File: src/rtl/seg_scan_ctrl_if.sv
// -----------------------------------------------------------------------------
// seg_scan_ctrl_if
//   Write-side bus of the 7-segment scan controller. The host (master) pushes
//   decoded character codes and issues buffer clears; the controller (slave)
//   reports through wr_ready whether a write is accepted this cycle.
//
//   wr_en    host -> ctrl  write strobe, accepted only while wr_ready = 1
//   wr_data  host -> ctrl  4-bit character code (0..9, others use decoder default)
//   clr      host -> ctrl  single-cycle synchronous buffer clear
//   wr_ready ctrl -> host  registered, 1 = a write presented now is accepted
// -----------------------------------------------------------------------------
interface seg_scan_ctrl_if;
  logic       wr_en;
  logic [3:0] wr_data;
  logic       clr;
  logic       wr_ready;

  modport master (
    output wr_en,
    output wr_data,
    output clr,
    input  wr_ready
  );

  modport slave (
    input  wr_en,
    input  wr_data,
    input  clr,
    output wr_ready
  );
endinterface

File: src/rtl/seg_scan_ctrl.sv
// -----------------------------------------------------------------------------
// seg_scan_ctrl
//   Time-multiplexed 7-segment display controller. Holds up to NUM_DIGITS
//   character codes in a shift buffer (newest digit in entry 0) and scans the
//   digits one slot at a time. Each slot lasts SCAN_DIV cycles: the first
//   BLANK_CYCLES cycles drive every digit off (ghosting guard), the rest light
//   the digit of the current slot if that buffer entry holds a valid digit.
//
// Parameters
//   NUM_DIGITS    number of multiplexed digits, 2..8
//   SCAN_DIV      clock cycles per digit slot
//   BLANK_CYCLES  all-off guard cycles at the start of each slot,
//                 1 <= BLANK_CYCLES < SCAN_DIV
//
// Ports
//   clk        system clock, rising edge
//   rst        asynchronous active-high reset
//   bus        write bus (slave side): wr_en, wr_data, clr in; wr_ready out
//   digit_key  registered code of the scanned digit (4'hF when empty)
//   seg_en     registered active-low digit enables, bits >= NUM_DIGITS held 1
//   scan_idx   registered index of the current digit slot
//   buf_count  registered number of valid digits, 0..NUM_DIGITS
// -----------------------------------------------------------------------------
module seg_scan_ctrl #(
  parameter int NUM_DIGITS   = 8,
  parameter int SCAN_DIV     = 100000,
  parameter int BLANK_CYCLES = 16
) (
  input  logic            clk,
  input  logic            rst,
  seg_scan_ctrl_if.slave  bus,
  output logic [3:0]      digit_key,
  output logic [7:0]      seg_en,
  output logic [2:0]      scan_idx,
  output logic [3:0]      buf_count
);

  localparam int              CNT_W      = (SCAN_DIV > 1) ? $clog2(SCAN_DIV) : 1;
  localparam logic [CNT_W-1:0] CNT_LAST   = CNT_W'(SCAN_DIV - 1);
  localparam logic [CNT_W-1:0] BLANK_LAST = CNT_W'(BLANK_CYCLES - 1);
  localparam logic [2:0]      IDX_LAST   = 3'(NUM_DIGITS - 1);
  localparam logic [3:0]      COUNT_FULL = 4'(NUM_DIGITS);
  localparam logic [3:0]      EMPTY_CODE = 4'hF;

  typedef enum logic {
    ST_BLANK,
    ST_SHOW
  } state_t;

  // ---------------------------------------------------------------------------
  // Digit buffer and write handshake
  // ---------------------------------------------------------------------------
  logic [3:0] digit_buf [NUM_DIGITS];
  logic [3:0] count_q;
  logic       ready_q;
  logic       accept;

  // clr has priority: a write presented in the same cycle is dropped.
  assign accept = bus.wr_en && ready_q && !bus.clr;

  // NOTE: the buffer is a handful of flops, not RAM, so it takes the reset
  // like any other state; unused entries must read 4'hF straight out of reset.
  always_ff @(posedge clk or posedge rst) begin
    if (rst) begin
      for (int i = 0; i < NUM_DIGITS; i++) digit_buf[i] <= EMPTY_CODE;
      count_q <= '0;
      ready_q <= 1'b0;
    end else if (bus.clr) begin
      for (int i = 0; i < NUM_DIGITS; i++) digit_buf[i] <= EMPTY_CODE;
      count_q <= '0;
      // One dead cycle after a clear so the host sees the clear complete.
      ready_q <= 1'b0;
    end else begin
      ready_q <= 1'b1;
      if (accept) begin
        // NOTE: non-blocking assignments make every entry read its neighbour's
        // old value, so the whole buffer shifts by exactly one place per edge.
        for (int i = NUM_DIGITS - 1; i > 0; i--) digit_buf[i] <= digit_buf[i-1];
        digit_buf[0] <= bus.wr_data;
        // Full buffer still accepts; the oldest digit falls off the end.
        if (count_q != COUNT_FULL) count_q <= count_q + 4'd1;
      end
    end
  end

  assign bus.wr_ready = ready_q;
  assign buf_count    = count_q;

  // ---------------------------------------------------------------------------
  // Scan FSM: state register
  // ---------------------------------------------------------------------------
  state_t           state_q, state_d;
  logic [CNT_W-1:0] cnt_q, cnt_d;
  logic [2:0]       idx_q, idx_d;

  always_ff @(posedge clk or posedge rst) begin
    if (rst) begin
      state_q <= ST_BLANK;
      cnt_q   <= '0;
      idx_q   <= '0;
    end else begin
      state_q <= state_d;
      cnt_q   <= cnt_d;
      idx_q   <= idx_d;
    end
  end

  // ---------------------------------------------------------------------------
  // Scan FSM: next state. The slot counter free-runs 0..SCAN_DIV-1 and is
  // untouched by writes or clears.
  // ---------------------------------------------------------------------------
  always_comb begin
    // NOTE: every variable gets a default before the case so no path leaves
    // one unassigned, which would otherwise infer a latch.
    state_d = state_q;
    cnt_d   = cnt_q + CNT_W'(1);
    idx_d   = idx_q;
    unique case (state_q)
      ST_BLANK: begin
        if (cnt_q == BLANK_LAST) state_d = ST_SHOW;
      end
      ST_SHOW: begin
        if (cnt_q == CNT_LAST) begin
          cnt_d   = '0;
          state_d = ST_BLANK;
          idx_d   = (idx_q == IDX_LAST) ? 3'd0 : idx_q + 3'd1;
        end
      end
      default: state_d = ST_BLANK;
    endcase
  end

  // ---------------------------------------------------------------------------
  // Scan FSM: outputs. Decoded from the next scan position so the registered
  // enables line up with the slot counter, but from the current buffer so a
  // buffer update reaches the pins one cycle after it lands. Selection is a
  // compare loop rather than a direct index so the slot index width need not
  // match the buffer depth. Only one enable bit can ever be cleared.
  // ---------------------------------------------------------------------------
  logic [7:0] seg_en_d;
  logic [3:0] key_d;

  always_comb begin
    seg_en_d = 8'hFF;
    key_d    = EMPTY_CODE;
    for (int i = 0; i < NUM_DIGITS; i++) begin
      if (idx_d == 3'(i) && {1'b0, idx_d} < count_q) begin
        key_d = digit_buf[i];
        if (state_d == ST_SHOW) seg_en_d[i] = 1'b0;
      end
    end
  end

  logic [7:0] seg_en_q;
  logic [3:0] key_q;

  always_ff @(posedge clk or posedge rst) begin
    if (rst) begin
      seg_en_q <= 8'hFF;
      key_q    <= EMPTY_CODE;
    end else begin
      seg_en_q <= seg_en_d;
      key_q    <= key_d;
    end
  end

  assign seg_en    = seg_en_q;
  assign digit_key = key_q;
  assign scan_idx  = idx_q;

endmodule

File: src/flat_wrapper.sv
// flat-port wrapper written by rule: the top's interface ports become plain ports
module seg_scan_ctrl_flat 
#(
  parameter int NUM_DIGITS   = 8,
  parameter int SCAN_DIV     = 100000,
  parameter int BLANK_CYCLES = 16
)
  (clk, rst, digit_key, seg_en, scan_idx, buf_count, bus_wr_en, bus_wr_data, bus_clr, bus_wr_ready);
  seg_scan_ctrl_if bus_i ();
  input  logic clk;
  input  logic rst;
  output logic [3:0] digit_key;
  output logic [7:0] seg_en;
  output logic [2:0] scan_idx;
  output logic [3:0] buf_count;
  input wire logic [$bits(bus_i.wr_en)-1:0] bus_wr_en;
  input wire logic [$bits(bus_i.wr_data)-1:0] bus_wr_data;
  input wire logic [$bits(bus_i.clr)-1:0] bus_clr;
  output wire logic [$bits(bus_i.wr_ready)-1:0] bus_wr_ready;
  assign bus_i.wr_en = bus_wr_en;
  assign bus_i.wr_data = bus_wr_data;
  assign bus_i.clr = bus_clr;
  assign bus_wr_ready = bus_i.wr_ready;
  seg_scan_ctrl #(.NUM_DIGITS(NUM_DIGITS), .SCAN_DIV(SCAN_DIV), .BLANK_CYCLES(BLANK_CYCLES)) u_core (.clk(clk), .rst(rst), .bus(bus_i), .digit_key(digit_key), .seg_en(seg_en), .scan_idx(scan_idx), .buf_count(buf_count));
endmodule
File: config.mk
export PLATFORM = sky130hd
export DESIGN_NAME = seg_scan_ctrl_flat
export DESIGN_NICKNAME = d
export VERILOG_FILES = /design/src/rtl/seg_scan_ctrl_if.sv /design/src/rtl/seg_scan_ctrl.sv /design/src/flat_wrapper.sv
export SDC_FILE = /design/constraint.sdc
export NUM_CORES = 1
export LEC_CHECK = 0
export BUFFER_PORTS_ARGS = -buffer_cell sky130_fd_sc_hd__buf_2
export CORE_ASPECT_RATIO = 2
export CORE_UTILIZATION = 56
export DETAILED_ROUTE_END_ITERATION = 16
export GPL_TIMING_DRIVEN = 0
export PLACE_DENSITY = 0.75
export SLEW_MARGIN = 20
export SYNTH_ARGS = -nofsm -noshare
export SYNTH_HDL_FRONTEND = slang
export SYNTH_SLANG_ARGS = --single-unit
File: constraint.sdc
create_clock -name clk -period 9.1 [get_ports clk]
set_clock_uncertainty 0.15 [all_clocks]
set_input_delay 2.73 -clock clk [delete_from_list [all_inputs] [get_ports clk]]
set_output_delay 2.73 -clock clk [all_outputs]
set_load 0.05 [all_outputs]
Word-level counts from Yosys, hierarchy flattened

Index checks and enable logic that the tools add are counted.

Output and inout bits: 20
Bits in registers: 70
Logic and storage cells: 77

Add/subtract/negate cells: 3
Magnitude comparators: 1
Equal/unequal tests: 11
Bitwise gates (word level): 1
Mux-type cells: 31
Reductions and logical operators: 15

Operators with widths:

| kind                                                                   | count |
|---|---|
| 32-bit two-way mux                                                     | 2 |
| 4-bit two-way mux                                                      | 11 |
| 17-bit two-way mux                                                     | 2 |
| 17-bit by 1-bit adder with 17-bit output, second input constant        | 1 |
| 17-bit equality test, second input constant                            | 1 |
| 17-bit by 4-bit equality test with 1-bit output, second input constant | 1 |
| 3-bit equality test, second input constant                             | 5 |
| 1-bit two-way mux                                                      | 12 |
| 1-bit logical AND                                                      | 10 |
| 3-bit two-way mux                                                      | 3 |
| 3-bit by 2-bit equality test with 1-bit output, second input constant  | 2 |
| 4-bit by 1-bit adder with 4-bit output, second input constant          | 1 |
| 3-bit by 4-bit less-than comparator with 1-bit output                  | 1 |
| 4-bit inequality test, second input constant                           | 1 |
| 2-bit nonzero test                                                     | 2 |
| 3-bit by 1-bit adder with 3-bit output, second input constant          | 1 |
| 3-bit by 1-bit equality test with 1-bit output, second input constant  | 1 |
| 3-bit zero test                                                        | 1 |
| 1-bit case mux with 2 select lines                                     | 1 |
| 2-bit AND reduction                                                    | 1 |
| 1-bit zero test                                                        | 1 |
| 1-bit NOT                                                              | 1 |

Depth between registers and ports, before layout

Gate-level depths: netlist of the first run.

Word-level depth: 14
Depth in mapped cells: 13
Mapped depth without buffers: 12

Worst setup path after synthesis of the first run

Ideal clock, no wire load.

Kind: input-to-reg
Start: input bus_wr_en
End: register u_core.count_q[1] (netlist: u_core.buf_count[1])
Slack: 5352 ps
Stages: 5
Setup time: 120 ps
Arrival time: 3478 ps
Data required time: 8830 ps
Path buffers: 1
Path through: and2_1 clkbuf_1 o21ai_0 mux2i_1 nor2_1

Longest elaborated chain between the ends: 4

RTL lines:

| item                                 | line                | source |
|---|---|---|
| from (decl)                          | flat_wrapper.sv:16  | `input wire logic [$bits(bus_i.wr_en)-1:0] bus_wr_en;` |
| 1-bit logical AND (2 in a row)       | seg_scan_ctrl.sv:59 | `assign accept = bus.wr_en && ready_q && !bus.clr;` |
| 2-bit nonzero test (no source line)  | n/a                 |  |
| 2-bit AND reduction (no source line) | n/a                 |  |
| to (signal assigned)                 | seg_scan_ctrl.sv:81 | `if (count_q != COUNT_FULL) count_q <= count_q + 4'd1;` |
| to (decl)                            | seg_scan_ctrl.sv:54 | `logic [3:0] count_q;` |

Every way passes these cells.
A chain may end at the register's enable or synchronous reset.

Worst setup path in the final report of the first run

Start: register u_core.cnt_q[11]
End: register u_core.seg_en_q[6] (netlist: u_core.seg_en[6])

Longest elaborated chain between the ends: 6
Elaborated cells on any way between the ends: 12
Classes of those cells: order compare (1); eq/ne (3); mux (7); reduce/logical (1)

RTL lines:

| item                                                                                                | line                 | source |
|---|---|---|
| from (decl)                                                                                         | seg_scan_ctrl.sv:93  | `logic [CNT_W-1:0] cnt_q, cnt_d;` |
| from (signal assigned)                                                                              | seg_scan_ctrl.sv:103 | `cnt_q <= cnt_d;` |
| 17-bit equality test *                                                                              | seg_scan_ctrl.sv:123 | `if (cnt_q == CNT_LAST) begin` |
| 3-bit two-way mux *                                                                                 | seg_scan_ctrl.sv:123 |  |
| 3-bit two-way mux *                                                                                 | seg_scan_ctrl.sv:118 | `unique case (state_q)` |
| net u_core.idx_d[2]                                                                                 | seg_scan_ctrl.sv:94  | `logic [2:0] idx_q, idx_d;` |
| 3-bit by 4-bit less-than comparator with 1-bit output / 3-bit equality test (equally long branches) | seg_scan_ctrl.sv:147 | `if (idx_d == 3'(i) && {1'b0, idx_d} < count_q) begin` |
| 1-bit logical AND *                                                                                 | seg_scan_ctrl.sv:147 |  |
| 1-bit two-way mux *                                                                                 | seg_scan_ctrl.sv:147 |  |
| net u_core.seg_en_d[6]                                                                              | seg_scan_ctrl.sv:140 | `logic [7:0] seg_en_d;` |
| to (signal assigned)                                                                                | seg_scan_ctrl.sv:162 | `seg_en_q <= seg_en_d;` |
| to (decl)                                                                                           | seg_scan_ctrl.sv:154 | `logic [7:0] seg_en_q;` |

Mark *: on every way through the listed nets, which the timed path passes. The rest lies on a longest branch.

==> flow_summary_export.csv, run 1 <==
group,metric,value,unit
run_status,outcome,"complete, no violations",
floorplan,core_area,5960,sq um
cts,insertion_delay,330,ps
cts,cts_tree,"built",
setup_path,startpoint_type,"flop",
sta,setup_violations,0,
layout,layout.cells.non_filler,465,
sta,relSlewSlack,57.9,%
grt,grt_overflow,0,
sta,setup_ws,5030,ps
sta,hold_viol,0,
cts,root_buffer,"clkbuf_16",
grt,grt_pass1_vias,2762,
cts,cts_buffers,9,
detailed_routing,drtIter0Drc,119,
logic_synthesis,synthCells,358,
setup_path,r2r_slack,5030,ps
setup_path,reg2reg_to,"u_core.seg_en[6]$_DFF_PP1_",
setup_path,worstPathArrival,4170,ps
worst_hold_path,hp-class,"reg2reg",
worst_hold_path,hp-start,"u_core.cnt_q[0]$_DFF_PP0_",
setup_path,crit_required,9200,ps
setup_path,path_max_fanout,11,
sta,rsz0062_at_grt,"no",
floorplan,design.die.area,6510,sq um
logic_synthesis,yosysWarnings,0,
layout,final_nets,412,
pwr,leakagePower,0.00183,uW
detailed_routing,first_pass_iters,4,
logic_synthesis,synth_top_area_share,33.5,%
grt,grt_pass1_wl,13.2,mm
cts,htreeDepth,3,
cts,post_cts_resized,0,
placement,dp_cells,449,
sta,hold-worst-slack,340,ps
logic_synthesis,synthArstFlopShare,100,%
logic_synthesis,synthTopCellsByArea,"dfstp_2 (33%), dfrtp_1 (19%), nand2_1 (9.1%), nand3_1 (5.8%), ha_1 (2.5%)",
detailed_routing,routed_wl,8.13,mm
floorplan,row_count,40,
detailed_routing,ant_nets,0,
placement,dp_slack,4920,ps
sta,setup-tns-final,0,ps
logic_synthesis,synth_top_area_cell,"dfstp_2",
detailed_routing,avgRoutedWirePerCell,17.5,um
sta,tightest_slew,619,ps
setup_path,cp-end-kind,"flop",
logic_synthesis,ys.flop_type,"dfstp_2",
layout,drive_gt1_share,27.1,%
setup_path,rr_startpoint,"u_core.cnt_q[11]$_DFF_PP0_",
logic_synthesis,ys_ff_latch,70,
detailed_routing,vias,2773,
placement,place_hpwl,6.01,mm
worst_hold_path,hold_depth,1,
logic_synthesis,avgSynthCellArea,9.65,sq um
sta,final_max_slew_viol_count,0,
sta,period_share,44.7,%
cts,post_cts_buffers,0,
detailed_routing,avgViaCountPerCell,5.96,
grt,antenna_found_initial,0,
cts,ctsHoldBuffers,0,
logic_synthesis,synth-seq-area-share,52.3,%
grt,track_usage,27.6,%
floorplan,die_y,113,um
floorplan,start_util,58.0,%
layout,area_growth,15.6,%
detailed_routing,drcViolationCount,0,
cts,clk_pin_slew,50,ps
worst_hold_path,holdPathEnd,"u_core.cnt_q[0]$_DFF_PP0_",
grt,grt_max_degree,37,
pwr,ir_drop,0.142,mV
pwr,powerDensity,186,nW/um^2
sta,fin_crit,4070,ps
setup_path,crit_type,"reg2reg",
layout,num-fill-cells,461,
layout,antenna_cells,0,
sta,max_freq,0.246,GHz
cts,clock_sinks,70,
logic_synthesis,synth_edf_count,0,
placement,numPortBuffers,27,
setup_path,r2r_cells,13,
floorplan,die_x,57.5,um
job,max_cap_violations,0,
cts,clockBufferDepth,2,
logic_synthesis,syn_nets,373,
placement,gp_congestion,0.865,
logic_synthesis,synth_cell_types,57,
logic_synthesis,synthesis.area,3450,sq um
floorplan,ios,28,
-- synthesized netlist by cell type, drive strengths merged (7+ instances only) --
| library cell | number |
|---|---|
| nand2 | 84 |
| a21oi | 11 |
| nor2 | 21 |
| ha | 7 |
| nor3 | 8 |
| mux2i | 8 |
| dfstp | 44 |
| clkbuf | 10 |
| nand3 | 40 |
| inv | 14 |
| dfrtp | 26 |
| o21ai | 13 |
| xor2 | 9 |
| and3 | 7 |
-- flip-flops by register name, indices dropped and copies added (netlist names) --
name                 count
u_core.buf_count         4
u_core.bus.wr_ready      1
u_core.cnt_q            17
u_core.digit_buf        32
u_core.digit_key         4
u_core.scan_idx          3
u_core.seg_en            8
u_core.state_q           1
-- logic make-up after synthesis --
logic type	count (synthesis)	synth area share [%]
buffers and inverters	28	3.95
xor gates and xnor gates	15	3.80
and+or+nand+nor	183	25.6
AOI/OAI and AO/OA	47	9.38
DFF	70	52.3
muxes	8	2.43
adders and majority gates	7	2.54
-- where the power goes --
part | switching, uW | leakage, uW | total (uW) | internal (uW)
clock | 126 | 0.000146 | 353 | 227
combinational | 35.7 | 0.000876 | 52.2 | 16.5
sequential | 8.86 | 0.000804 | 339 | 330
-- stage by stage --
step	total power (uW)	util, %	cell area, sq um
final	744	67.1	3990
after global routing	767	67.1	3990
after CTS	746	67.1	3990
after detailed placement	396	62.0	3690
after global placement	393	61.6	3670
after floorplan	379	-	3450
-- cell usage in the layout (no fill, tap or decap), types with 3 or more instances in the layout --
cell,instances
nor3_1,7
mux2i_1,7
xnor2_1,6
xor2_1,9
ha_1,7
clkbuf_8,3
o21ai_0,12
nand4_1,5
o211ai_1,3
clkbuf_1,11
dfstp_2,44
dfrtp_1,26
a21oi_1,9
buf_2,27
or4_1,3
or3_1,4
clkbuf_16,9
nor2_1,19
nand2_1,84
nand3_1,40
inv_1,11
and3_1,5
-- worst max-delay path by stage --
stage / cells after the start / end / from / slack (ps)
CTS: 13 / u_core.seg_en[6]$_DFF_PP1_ / u_core.cnt_q[11]$_DFF_PP0_ / 5060
global route: 13 / u_core.seg_en[7]$_DFF_PP1_ / u_core.cnt_q[11]$_DFF_PP0_ / 4830
global placement: 2 / u_core.cnt_q[3]$_DFF_PP0_ / rst / 3760
detailed placement: 6 / u_core.digit_buf[23]$_DFFE_PP1P_ / bus_wr_en / 4920
finish: 13 / u_core.seg_en[6]$_DFF_PP1_ / u_core.cnt_q[11]$_DFF_PP0_ / 5030
floorplan: 1 / u_core.buf_count[0]$_DFFE_PP0P_ / rst / 4520
-- critical path, cell delays in order, from the launching register on --
cell and delay [ps]:
dfrtp_1 430, nor4_4 370, nand4_2 240, nor2_4 230, mux2i_2 590, inv_4 60, buf_8 160, ha_1 290
a21oi_1 190, nand2_1 90, o31a_2 330, or2_2 300, nor3_1 440, nand2_1 110
-- metal layers --
metal  GRT usage (%)  vias up  part of all wire [%]
li1                -     1317                     -
met1            29.2     1355                    36
met2            49.2       77                    56
met3            5.49       24                   3.9
met4            15.8        0                   3.8
met5               0        -                     0
-- layout make-up --
class / count / area, sq um / share of cell area, %
Inverter: 14 / 57.6 / 1.44
Clock inverter: 3 / 42.5 / 1.07
Multi-Input combinational cell: 260 / 1510 / 37.8
Tap cell: 63 / 78.8 / 1.97
Buffer: 14 / 81.3 / 2.04
Timing Repair Buffer: 28 / 155 / 3.88
Sequential cell: 70 / 1810 / 45.2
Clock buffer: 13 / 260 / 6.52
(Power assumes the default switching activity.)
==> inputs of run 2 (changes only) <==
clock period = 4.2 ns   (was 9.1 ns; I/O delays follow)
==> run 2 against run 1 <==
Die area stayed put; cell area increased by 0.22%; critical path depth is the same; critical endpoint unchanged; utilization up 0.15 points; sequential share of layout area is 0.099 points lower; total power rose by 120%.
==> flow_summary_export.csv, run 2 (synthesized netlist as in run 1, its figures left out) <==
group,metric,value,unit
run_status,outcome,"complete, no violations",
detailed_routing,routed_wl,8.09,mm
sta,setup-tns-final,0,ps
layout,antenna_cells,0,
cts,insertion_delay,330,ps
cts,clockBufferDepth,2,
grt,grt_max_degree,37,
detailed_routing,vias,2756,
sta,tightest_slew,643,ps
sta,setup_ws,287,ps
floorplan,core_area,5960,sq um
setup_path,crit_required,4300,ps
floorplan,ios,28,
layout,utilization,67.2,%
layout,area_growth,15.9,%
sta,fin_crit,3910,ps
layout,final_common_cell,"nand2_1",
grt,grt_overflow,0,
cts,cts_buffers,9,
layout,largest_reg_flops,32,
sta,hold_viol,0,
layout,num-fill-cells,460,
setup_path,worstPathArrival,4010,ps
sta,rsz0062_at_grt,"no",
sta,setup_violations,0,
cts,root_buffer,"clkbuf_16",
layout,drive_gt1_share,27.1,%
cts,htreeDepth,3,
floorplan,design.die.area,6510,sq um
cts,ctsHoldBuffers,0,
placement,placed_cell_area,3690,sq um
worst_hold_path,hp-class,"reg2reg",
detailed_routing,drtIter0Drc,99,
detailed_routing,drcViolationCount,0,
placement,numPortBuffers,27,
setup_path,path_max_fanout,11,
pwr,leakagePower,0.00183,uW
setup_path,startpoint_type,"flop",
detailed_routing,first_pass_iters,4,
floorplan,row_count,40,
layout,final_area,4000,sq um
cts,clock_sinks,70,
setup_path,cp-end-kind,"flop",
cts,cts_tree,"built",
pwr,powerDensity,403,nW/um^2
placement,gp_congestion,0.865,
sta,final_max_slew_viol_count,0,
floorplan,start_util,58.0,%
grt,antenna_found_initial,0,
detailed_routing,ant_nets,0,
placement,dp_slack,187,ps
placement,place_hpwl,6.01,mm
layout,largest_register,"u_core.digit_buf",
cts,clk_pin_slew,50,ps
sta,relSlewSlack,56.8,%
grt,grt_pass1_wl,13.2,mm
pwr,ir_drop,0.307,mV
layout,final_nets,412,
grt,grt_pass1_vias,2762,
setup_path,crit_type,"reg2reg",
detailed_routing,avgViaCountPerCell,5.93,
layout,layout_common_cells,"nand2_1 (84), dfstp_2 (44), nand3_1 (40)",
pwr,total_power,1610,uW
floorplan,die_y,113,um
job,max_cap_violations,0,
detailed_routing,avgRoutedWirePerCell,17.4,um
grt,track_usage,27.6,%
floorplan,die_x,57.5,um
sta,period_share,93.2,%
sta,max_freq,0.256,GHz
run 2: what timing repair did:
action / 4_1_cts / 5_1_grt
resized for setup: 0 / 1
setup endpoints to repair: 0 / 2
setup buffers: 0 / 0
run 2: stage by stage:
stage | hold slack (ps) | instances
detailed placement | 335 | 449
global route | 352 | 465
floorplan | 305 | 358
finish | 341 | 465
global placement | 322 | 448
CTS | 341 | 465
run 2: area by class of cell:
cell class | count | area [sq um] | share of cell area, %
plain buffers | 14 | 81.3 | 2.03
clock buffers | 13 | 260 | 6.50
clock inverters | 3 | 42.5 | 1.06
inverters | 14 | 57.6 | 1.44
multi-input cells | 260 | 1520 | 38.0
flip-flops and latches | 70 | 1810 | 45.1
well taps | 63 | 78.8 | 1.97
repair buffers | 28 | 155 | 3.88
run 2: layer usage:
layer | track usage, % | wire length [um] | vias up | share of wire [%]
li1 | - | - | 1319 | -
met1 | 29.2 | 2930 | 1341 | 36
met2 | 49.2 | 4580 | 73 | 57
met3 | 5.49 | 284 | 23 | 3.5
met4 | 15.8 | 294 | 0 | 3.6
met5 | 0 | 0 | - | 0
run 2: worst paths after layout:
kind / start / end / slack [ps] / depth (start not counted)
setup / recovery: u_core.cnt_q[11]$_DFF_PP0_ / u_core.seg_en[6]$_DFF_PP1_ / 290 / 13
hold / removal: u_core.digit_buf[0]$_DFFE_PP1P_ / u_core.digit_buf[0]$_DFFE_PP1P_ / 340 / 2
setup reg to reg: u_core.cnt_q[11]$_DFF_PP0_ / u_core.seg_en[6]$_DFF_PP1_ / 290 / 13
hold reg to reg: u_core.digit_buf[0]$_DFFE_PP1P_ / u_core.digit_buf[0]$_DFFE_PP1P_ / 340 / 2
max in group asynchronous: rst / u_core.digit_buf[3]$_DFFE_PP1P_ / 2510 / 3
min in group asynchronous: rst / u_core.buf_count[0]$_DFFE_PP0P_ / 800 / 2
run 2: power breakdown:
group / switching [uW] / leakage (uW) / internal, uW
combinational: 77.4 / 0.000877 / 35.7
sequential: 19.2 / 0.000804 / 716
clock: 273 / 0.000146 / 491
total: 370 / 0.00183 / 1240
run 2: critical path: stages (launching register included):
cell,delay [ps]
dfrtp_1,430
nor4_4,370
nand4_2,240
nor2_4,260
mux2i_4,430
inv_4,60
buf_8,150
ha_1,290
a21oi_1,190
nand2_1,90
o31a_2,330
or2_2,300
nor3_1,440
nand2_1,110
==> inputs of run 3 (changes only) <==
REMOVE_ABC_BUFFERS = 1   (was not set)
==> run 3 against run 2 <==
Non-clock buffer count shrank 14; the flow now finishes with violations (design-rule violations); highest routed layer unchanged; clock power fell by 2%; die area is the same; combinational power about the same; total power shrank 0.98%; sequential cell count is the same; largest cell class unchanged.
==> flow_summary_export.csv, run 3 (synthesized netlist as in run 1, its figures left out) <==
group,metric,value,unit
run_status,outcome,"finished with violations",
run_status,violations,"design-rule violations",
cts,ctsHoldBuffers,0,
sta,period_share,92.2,%
layout,num-fill-cells,474,
sta,fin_crit,3870,ps
placement,numPortBuffers,27,
grt,grt_pass1_vias,2830,
cts,clk_pin_slew,50,ps
cts,htreeDepth,3,
sta,relSlewSlack,30.7,%
sta,tightest_slew,1040,ps
placement,dp_slack,187,ps
sta,hold_viol,0,
layout,utilization,66.1,%
pwr,switching_share,22.5,%
setup_path,crit_required,4310,ps
layout,layout_common_cells,"nand2_1 (84), dfstp_2 (44), nand3_1 (40)",
floorplan,die_x,57.5,um
floorplan,ios,28,
sta,final_max_slew_viol_count,0,
setup_path,startpoint_type,"flop",
job,max_cap_violations,0,
pwr,leakagePower,0.00180,uW
detailed_routing,first_pass_iters,11,
cts,post_cts_buffers,0,
pwr,seq_power_share,46.0,%
setup_path,cp-end-kind,"flop",
pwr,p_comb_share,6.9,%
pwr,p_int,1240,uW
floorplan,design.die.area,6510,sq um
grt,antenna_found_initial,0,
layout,final_common_cell,"nand2_1",
detailed_routing,drcViolationCount,1,
detailed_routing,ant_nets,0,
floorplan,die_y,113,um
grt,track_usage,26.8,%
pwr,p_sw,359,uW
detailed_routing,avgRoutedWirePerCell,16.8,um
floorplan,row_count,40,
sta,rsz0062_at_grt,"no",
placement,gp_congestion,0.814,
pwr,p_clk_share,47.1,%
sta,setup_ws,329,ps
layout,area_growth,13.9,%
cts,insertion_delay,330,ps
cts,clockBufferDepth,2,
floorplan,core_area,5960,sq um
placement,place_hpwl,5.12,mm
pwr,ir_drop,0.334,mV
detailed_routing,avgViaCountPerCell,6.06,
grt,grt_pass1_wl,13.0,mm
sta,max_freq,0.258,GHz
cts,cts_buffers,9,
floorplan,start_util,58.0,%
layout,largest_register,"u_core.digit_buf",
worst_hold_path,hp-class,"reg2reg",
layout,final_nets,398,
detailed_routing,routed_wl,7.58,mm
grt,grt_max_degree,53,
detailed_routing,vias,2733,
cts,clock_sinks,70,
cts,root_buffer,"clkbuf_16",
layout,drive_gt1_share,27.6,%
setup_path,worstPathArrival,3990,ps
pwr,powerDensity,406,nW/um^2
sta,hold-worst-slack,338,ps
sta,setup_violations,0,
layout,antenna_cells,0,
grt,grt_overflow,0,
detailed_routing,drtIter0Drc,141,
setup_path,path_max_fanout,15,
layout,largest_reg_flops,32,
setup_path,crit_type,"reg2reg",
cts,post_cts_resized,0,
setup_path,r2r_slack,330,ps
sta,setup-tns-final,0,ps
cts,cts_tree,"built",
run 3: worst paths after layout:
kind / startpoint / to / cells past startpoint
max reg2reg: u_core.cnt_q[11]$_DFF_PP0_ / u_core.digit_key[1]$_DFF_PP1_ / 12
min reg2reg: u_core.digit_buf[0]$_DFFE_PP1P_ / u_core.digit_buf[0]$_DFFE_PP1P_ / 2
max in group asynchronous: rst / u_core.digit_buf[14]$_DFFE_PP1P_ / 3
min in group asynchronous: rst / u_core.buf_count[3]$_DFFE_PP0P_ / 2
min: u_core.digit_buf[0]$_DFFE_PP1P_ / u_core.digit_buf[0]$_DFFE_PP1P_ / 2
max: u_core.cnt_q[11]$_DFF_PP0_ / u_core.digit_key[1]$_DFF_PP1_ / 12
run 3: per-layer routing:
metal | share of wire [%] | up-vias | global-route usage [%]
met5 | 0 | - | 0
met1 | 38 | 1380 | 27.6
met4 | 3.1 | 0 | 15.0
met2 | 57 | 45 | 47.3
met3 | 2.3 | 15 | 7.66
li1 | - | 1293 | -
run 3: power groups by stage:
stage	registers [uW]	logic, uW	clock network (uW)
4_1_cts	734	112	771
6_report	735	110	751
5_1_grt	738	124	799
3_5_place_dp	744	110	0
2_1_floorplan	753	65.4	0
3_3_place_gp	743	103	0
run 3: cell type report:
type / count / area, sq um / area share, %
clock inverters: 2 / 10.0 / 0.254
well taps: 63 / 78.8 / 2.00
inverters: 14 / 57.6 / 1.46
flip-flops and latches: 70 / 1810 / 45.9
clock buffers: 14 / 297 / 7.54
multi-input cells: 260 / 1520 / 38.7
repair buffers: 28 / 163 / 4.13
run 3: stage by stage:
stage | instance area, sq um | total power [uW] | instances
5_1_grt | 3930 | 1660 | 451
3_5_place_dp | 3620 | 855 | 435
2_1_floorplan | 3370 | 819 | 344
4_1_cts | 3930 | 1620 | 451
6_report | 3930 | 1600 | 451
3_3_place_gp | 3590 | 846 | 434
run 3: critical path, cell delays in order (launching register included):
cell     delay [ps]
dfrtp_1         440
nor4_4          360
nand4_2         220
nor2_4          420
mux2i_4         480
inv_4           140
ha_1            320
a21oi_1         190
nand2_1         100
o31a_2          350
a21o_2          230
a211o_1         220
o21a_1          170
